## config.mk

```make
export PLATFORM = sky130hd
export DESIGN_NAME = ws2812_frame_ctrl
export DESIGN_NICKNAME = d
export VERILOG_FILES = /design/src/rtl/ws2812_frame_ctrl.sv
export SDC_FILE = /design/constraint.sdc
export NUM_CORES = 1
export LEC_CHECK = 0
export CAP_MARGIN = 20
export CORE_MARGIN = 1.5
export CORE_UTILIZATION = 54
export CTS_CLUSTER_DIAMETER = 60
export DETAILED_ROUTE_END_ITERATION = 6
export PLACE_DENSITY = 0.91
export SKIP_CTS_REPAIR_TIMING = 1
export SYNTH_ARGS = -nofsm -noshare
export SYNTH_HDL_FRONTEND = slang
export SYNTH_SLANG_ARGS = --single-unit
```

## constraint.sdc

```tcl
create_clock -name clk -period 3.6 [get_ports clk]
set_clock_uncertainty 0.05 [all_clocks]
set_input_delay 0.36 -clock clk [delete_from_list [all_inputs] [get_ports clk]]
set_output_delay 0.36 -clock clk [all_outputs]
set_load 0.02 [all_outputs]
```

## src/rtl/ws2812_frame_ctrl.sv

```systemverilog
// ws2812_frame_ctrl: frame sequencer behind the WS2812 decode pipeline.
// The first NUM_PIXELS pixels of a frame are assembled MSB first into
// BITS_PER_PIXEL-bit words. Every later bit is forwarded downstream. A treset
// strobe re-arms the sequencer for the next frame.
// Optional feature macro: LEAF_FRAME_STATS_EN adds saturating frame/error
// counters. Without the macro both count ports are tied to zero.
module ws2812_frame_ctrl #(
    parameter int NUM_PIXELS     = 1,
    parameter int BITS_PER_PIXEL = 24
) (
    input  logic                      clk,
    input  logic                      rst_n,
    input  logic                      decode_bit,
    input  logic                      valid_strobe,
    input  logic                      treset,
    output logic [BITS_PER_PIXEL-1:0] pixel_data,
    output logic [7:0]                pixel_index,
    output logic                      pixel_valid,
    output logic                      fwd_bit,
    output logic                      fwd_valid,
    output logic                      frame_done,
    output logic                      frame_err,
    output logic                      busy,
    output logic [15:0]               frame_count,
    output logic [15:0]               err_count
);

    localparam int                CNT_W    = $clog2(BITS_PER_PIXEL + 1);
    localparam logic [CNT_W-1:0]  LAST_BIT = CNT_W'(BITS_PER_PIXEL);
    localparam logic [7:0]        LAST_PIX = 8'(NUM_PIXELS - 1);

    typedef enum logic [1:0] {
        ARMED   = 2'd0,
        CAPTURE = 2'd1,
        FORWARD = 2'd2
    } state_t;

    state_t                    state_r;
    state_t                    state_next_s;
    logic [BITS_PER_PIXEL-1:0] asm_r;
    logic [BITS_PER_PIXEL-1:0] asm_shift_s;
    logic [CNT_W-1:0]          bit_cnt_r;
    logic [CNT_W-1:0]          bit_cnt_inc_s;
    logic [7:0]                pix_cnt_r;
    logic                      shift_s;
    logic                      pix_done_s;
    logic                      fwd_s;
    logic                      done_s;
    logic                      err_s;
    logic                      clear_s;

    // State register.
    always_ff @(posedge clk or negedge rst_n) begin
        if (!rst_n) begin
            state_r <= ARMED;
        end else begin
            state_r <= state_next_s;
        end
    end

    // Next-state and datapath control. An ARMED strobe is handled like a
    // capture strobe, because the counters are already clear in ARMED.
    always_comb begin
        state_next_s  = state_r;
        shift_s       = 1'b0;
        pix_done_s    = 1'b0;
        fwd_s         = 1'b0;
        done_s        = 1'b0;
        err_s         = 1'b0;
        clear_s       = 1'b0;
        asm_shift_s   = {asm_r[BITS_PER_PIXEL-2:0], decode_bit};
        bit_cnt_inc_s = bit_cnt_r + CNT_W'(1);
        case (state_r)
            ARMED, CAPTURE: begin
                if (treset) begin
                    clear_s      = 1'b1;
                    err_s        = (state_r == CAPTURE);
                    state_next_s = ARMED;
                end else if (valid_strobe) begin
                    shift_s = 1'b1;
                    if (bit_cnt_inc_s == LAST_BIT) begin
                        pix_done_s = 1'b1;
                        if (pix_cnt_r == LAST_PIX) begin
                            state_next_s = FORWARD;
                        end else begin
                            state_next_s = CAPTURE;
                        end
                    end else begin
                        state_next_s = CAPTURE;
                    end
                end else begin
                    state_next_s = state_r;
                end
            end
            FORWARD: begin
                if (treset) begin
                    clear_s      = 1'b1;
                    done_s       = 1'b1;
                    state_next_s = ARMED;
                end else if (valid_strobe) begin
                    fwd_s = 1'b1;
                end else begin
                    state_next_s = FORWARD;
                end
            end
            default: begin
                clear_s      = 1'b1;
                state_next_s = ARMED;
            end
        endcase
    end

    // Assembly register, counters and all registered outputs.
    always_ff @(posedge clk or negedge rst_n) begin
        if (!rst_n) begin
            asm_r       <= '0;
            bit_cnt_r   <= '0;
            pix_cnt_r   <= 8'd0;
            pixel_data  <= '0;
            pixel_index <= 8'd0;
            pixel_valid <= 1'b0;
            fwd_bit     <= 1'b0;
            fwd_valid   <= 1'b0;
            frame_done  <= 1'b0;
            frame_err   <= 1'b0;
            busy        <= 1'b0;
        end else begin
            if (clear_s) begin
                asm_r     <= '0;
                bit_cnt_r <= '0;
                pix_cnt_r <= 8'd0;
            end else if (shift_s) begin
                asm_r <= asm_shift_s;
                if (pix_done_s) begin
                    bit_cnt_r   <= '0;
                    pix_cnt_r   <= pix_cnt_r + 8'd1;
                    pixel_data  <= asm_shift_s;
                    pixel_index <= pix_cnt_r;
                end else begin
                    bit_cnt_r <= bit_cnt_inc_s;
                end
            end
            if (fwd_s) begin
                fwd_bit <= decode_bit;
            end
            pixel_valid <= pix_done_s;
            fwd_valid   <= fwd_s;
            frame_done  <= done_s;
            frame_err   <= err_s;
            busy        <= (state_next_s != ARMED);
        end
    end

`ifdef LEAF_FRAME_STATS_EN
    logic [15:0] frame_count_r;
    logic [15:0] err_count_r;

    // Saturating frame and error statistics.
    always_ff @(posedge clk or negedge rst_n) begin
        if (!rst_n) begin
            frame_count_r <= 16'd0;
            err_count_r   <= 16'd0;
        end else begin
            if (done_s && (frame_count_r != 16'hFFFF)) begin
                frame_count_r <= frame_count_r + 16'd1;
            end
            if (err_s && (err_count_r != 16'hFFFF)) begin
                err_count_r <= err_count_r + 16'd1;
            end
        end
    end

    assign frame_count = frame_count_r;
    assign err_count   = err_count_r;
`else
    assign frame_count = 16'd0;
    assign err_count   = 16'd0;
`endif

endmodule
```

==> results.toml <==
[drt]
drtPass1Iterations = 4
drt-vias-per-instance = 5.357
first_iter_violations = 110
drt-wirelength-per-cell_um = 14.70
routed_wl_mm = 5.720
vias = 2084
postRouteAntennaNets = 0
drc = 0

[timing]
rsz0062_at_grt = "false"
setup_violations = 0
setup-tns-final_ns = 0
final.min_clock_period_ns = 2.343
layout_worst_path_cycle_share_pct = 65.09
drv_slew = 0
hold_violations = 0
tightest_slew_ns = 1.029
slew_headroom_pct = 31.10
fmaxAchievable_mhz = 426.7

[critical_path]
worstPathArrival_ns = 2.52
path_class = "input pin to register"
crit_fanout = 34
crit_chain = "clkdlybuf4s50_1 > or3b_4 > nor2_4 > nand2_2 > mux2_2"
critPathMaxStageDelay_ns = 0.56
cp-end-kind = "register"
cp_slowest_cell = "clkdlybuf4s50_1"
critPathRequiredTime_ns = 3.78
startpoint_type = "input pin"

[die]
die_w_um = 81.23
core_area_um2 = 5921
dieArea_um2 = 6598
start_util_pct = 55.81
die_h_um = 81.23
rows = 28
pin_count = 75

[synth]
ys.flop_type = "dfrtp_1"
synthDistinctLibCells = 39
avgSynthCellArea_um2 = 12.47
synth_area_leaders = "dfrtp_1 58%, mux2_2 11%, buf_4 7.3%, a22o_1 6.1%, o21ai_0 2.0%"
synthCells = 265
synth_edf_count = 0
synth-simple-area-share_pct = 8.179
synth_compound_area_share_pct = 12.08
synthMostInstantiatedCell = "dfrtp_1"
synthMuxAreaShare_pct = 11.17
syn_area_um2 = 3304
yosysWarnings = 0
synth.top_cell.area_share_pct = 57.55
synth_async_sr_flop_share_pct = 100.0
synth_top_area_cell = "dfrtp_1"
yosys.area_share.adder_pct = 1.136
synth_common_cells = "76 x dfrtp_1, 32 x buf_4, 31 x mux2_2, 23 x a22o_1, 13 x o21ai_0"
ys_ff_latch = 76
synth-xor-area-share_pct = 0.2651
synth_top_family_by_area = "compound AO/OA/AOI/OAI gates"
seq_area_frac_synth_pct = 57.55

[status]
status = "completed"

[clocking]
clk_pin_slew_worst_paths_ns = 0.07
numClockSinks = 76
worstSkewPairLatency_ns = 0.35
htree_levels = 3
cts-root-buf = "clkbuf_8"
cts_buffers = 9
cts_tree = "built"
cts.path.max_buffers = 2

[global_routing]
track_usage_pct = 18.82
antenna_found_initial = 0
grt_pass1_wl_mm = 9.397
grt_max_degree = 52
overflow = 0
grt_pass1_vias = 2021

[final_layout]
antenna_cells = 0
fin_cells = 389
fin_area_um2 = 3870
area_growth_pct = 17.11
fillers = 451
nets = 317
drive_above_1_share_pct = 17.83
register_area_um2 = 1902
multi_input_area_um2 = 1207

[job]
cap_violations = 0

[placed_design]
port-buffer-count = 42
dpl.cell_count = 372
gp_congestion = 0.8686
post-dp-hpwl_mm = 3.635
placed_area_um2 = 3656

[pwr]
vdd_drop_max_uv = 268.0
power_density_nw_per_um2 = 416.1
power.leakage_nw = 1.849

[hold_path]
hold_path_class = "register to register"
==> per-stage QoR <==
step                      utilization [%]  setup WS, ns  hold slack [ns]  power (mW)
after detailed placement            61.75        0.8768           0.3321      0.9697
after global placement              61.75        0.9623           0.3227      0.9679
after CTS                           65.19         1.231         -0.03546       1.620
final                               65.36         1.257           0.4624       1.610
after floorplan                         -         1.779          0.01441      0.9629
after global routing                65.36         1.128           0.4832       1.670
==> where the power goes <==
part / switching [mW] / leakage, nW / internal, mW / total, mW
clock: 0.298 / 0.0959 / 0.359 / 0.657
sequential: 0.00599 / 1.06 / 0.859 / 0.865
combinational: 0.0699 / 0.697 / 0.0186 / 0.0885
total: 0.374 / 1.85 / 1.24 / 1.61
==> final cells by class <==
class	count	area share, %
multi-input cells	172	31.20
clock inverters	3	1.164
well taps	75	2.425
clock buffers	13	4.106
inverters	4	0.3880
flip-flops and latches	76	49.14
repair buffers	46	11.57
==> per-layer routing <==
layer  global-route usage [%]  vias up  routed length (µm)
met4                    8.276        0                  79
met3                    4.719        9                 298
met2                    29.83       64                2729
li1                         -      973                   -
met5                        0        -                   0
met1                    24.52     1038                2614
==> worst max-delay path: cells and delay by family <==
family	cells	cell delay, ns
buffers and inverters	1	0.56
multiplexers	1	0.47
AND/OR/NAND/NOR	3	1.13
==> cell usage in the layout, fill, tap and decap left out, types with 4 or more instances in the layout <==
| master | n |
|---|---|
| dfrtp_1 | 76 |
| clkdlybuf4s50_1 | 41 |
| conb_1 | 32 |
| mux2_2 | 31 |
| a22o_1 | 23 |
| o21ai_0 | 13 |
| clkbuf_8 | 11 |
| nand2_1 | 9 |
| a21oi_1 | 9 |
| nor2_1 | 8 |
| nand4_1 | 6 |
| nand3_1 | 5 |
| inv_1 | 4 |
==> sequential cells by signal, summed over array words and instances (netlist names) <==
name	flops
pixel_data	24
pixel_valid	1
pixel_index	8
bit_cnt_r	5
frame_err	1
asm_r	23
busy	1
frame_done	1
fwd_bit	1
fwd_valid	1
pix_cnt_r	8
state_r	2
==> cell families (layout without fill, tap and decap cells) <==
logic type      after synthesis  count (layout)
compound gates               56              56
xor+xnor                      1               1
fa+ha+maj                     3               3
buf+inv                      48              66
flops                        76              76
mux                          33              33
other cells                   1              32
simple gates                 47              47
==> final timing paths <==
path	from	to	slack, ns	depth (start not counted)
max in group asynchronous	rst_n	asm_r[13]	1.99	3
max	treset	pixel_index[7]	1.26	5
min	pixel_data[23]	pixel_data[23]	0.46	1
min reg2reg	pixel_data[23]	pixel_data[23]	0.46	1
min in group asynchronous	rst_n	pixel_index[6]	0.48	2
max reg2reg	bit_cnt_r[0]	pixel_index[7]	1.31	5
Note: power is estimated with default switching activity, not from simulation.
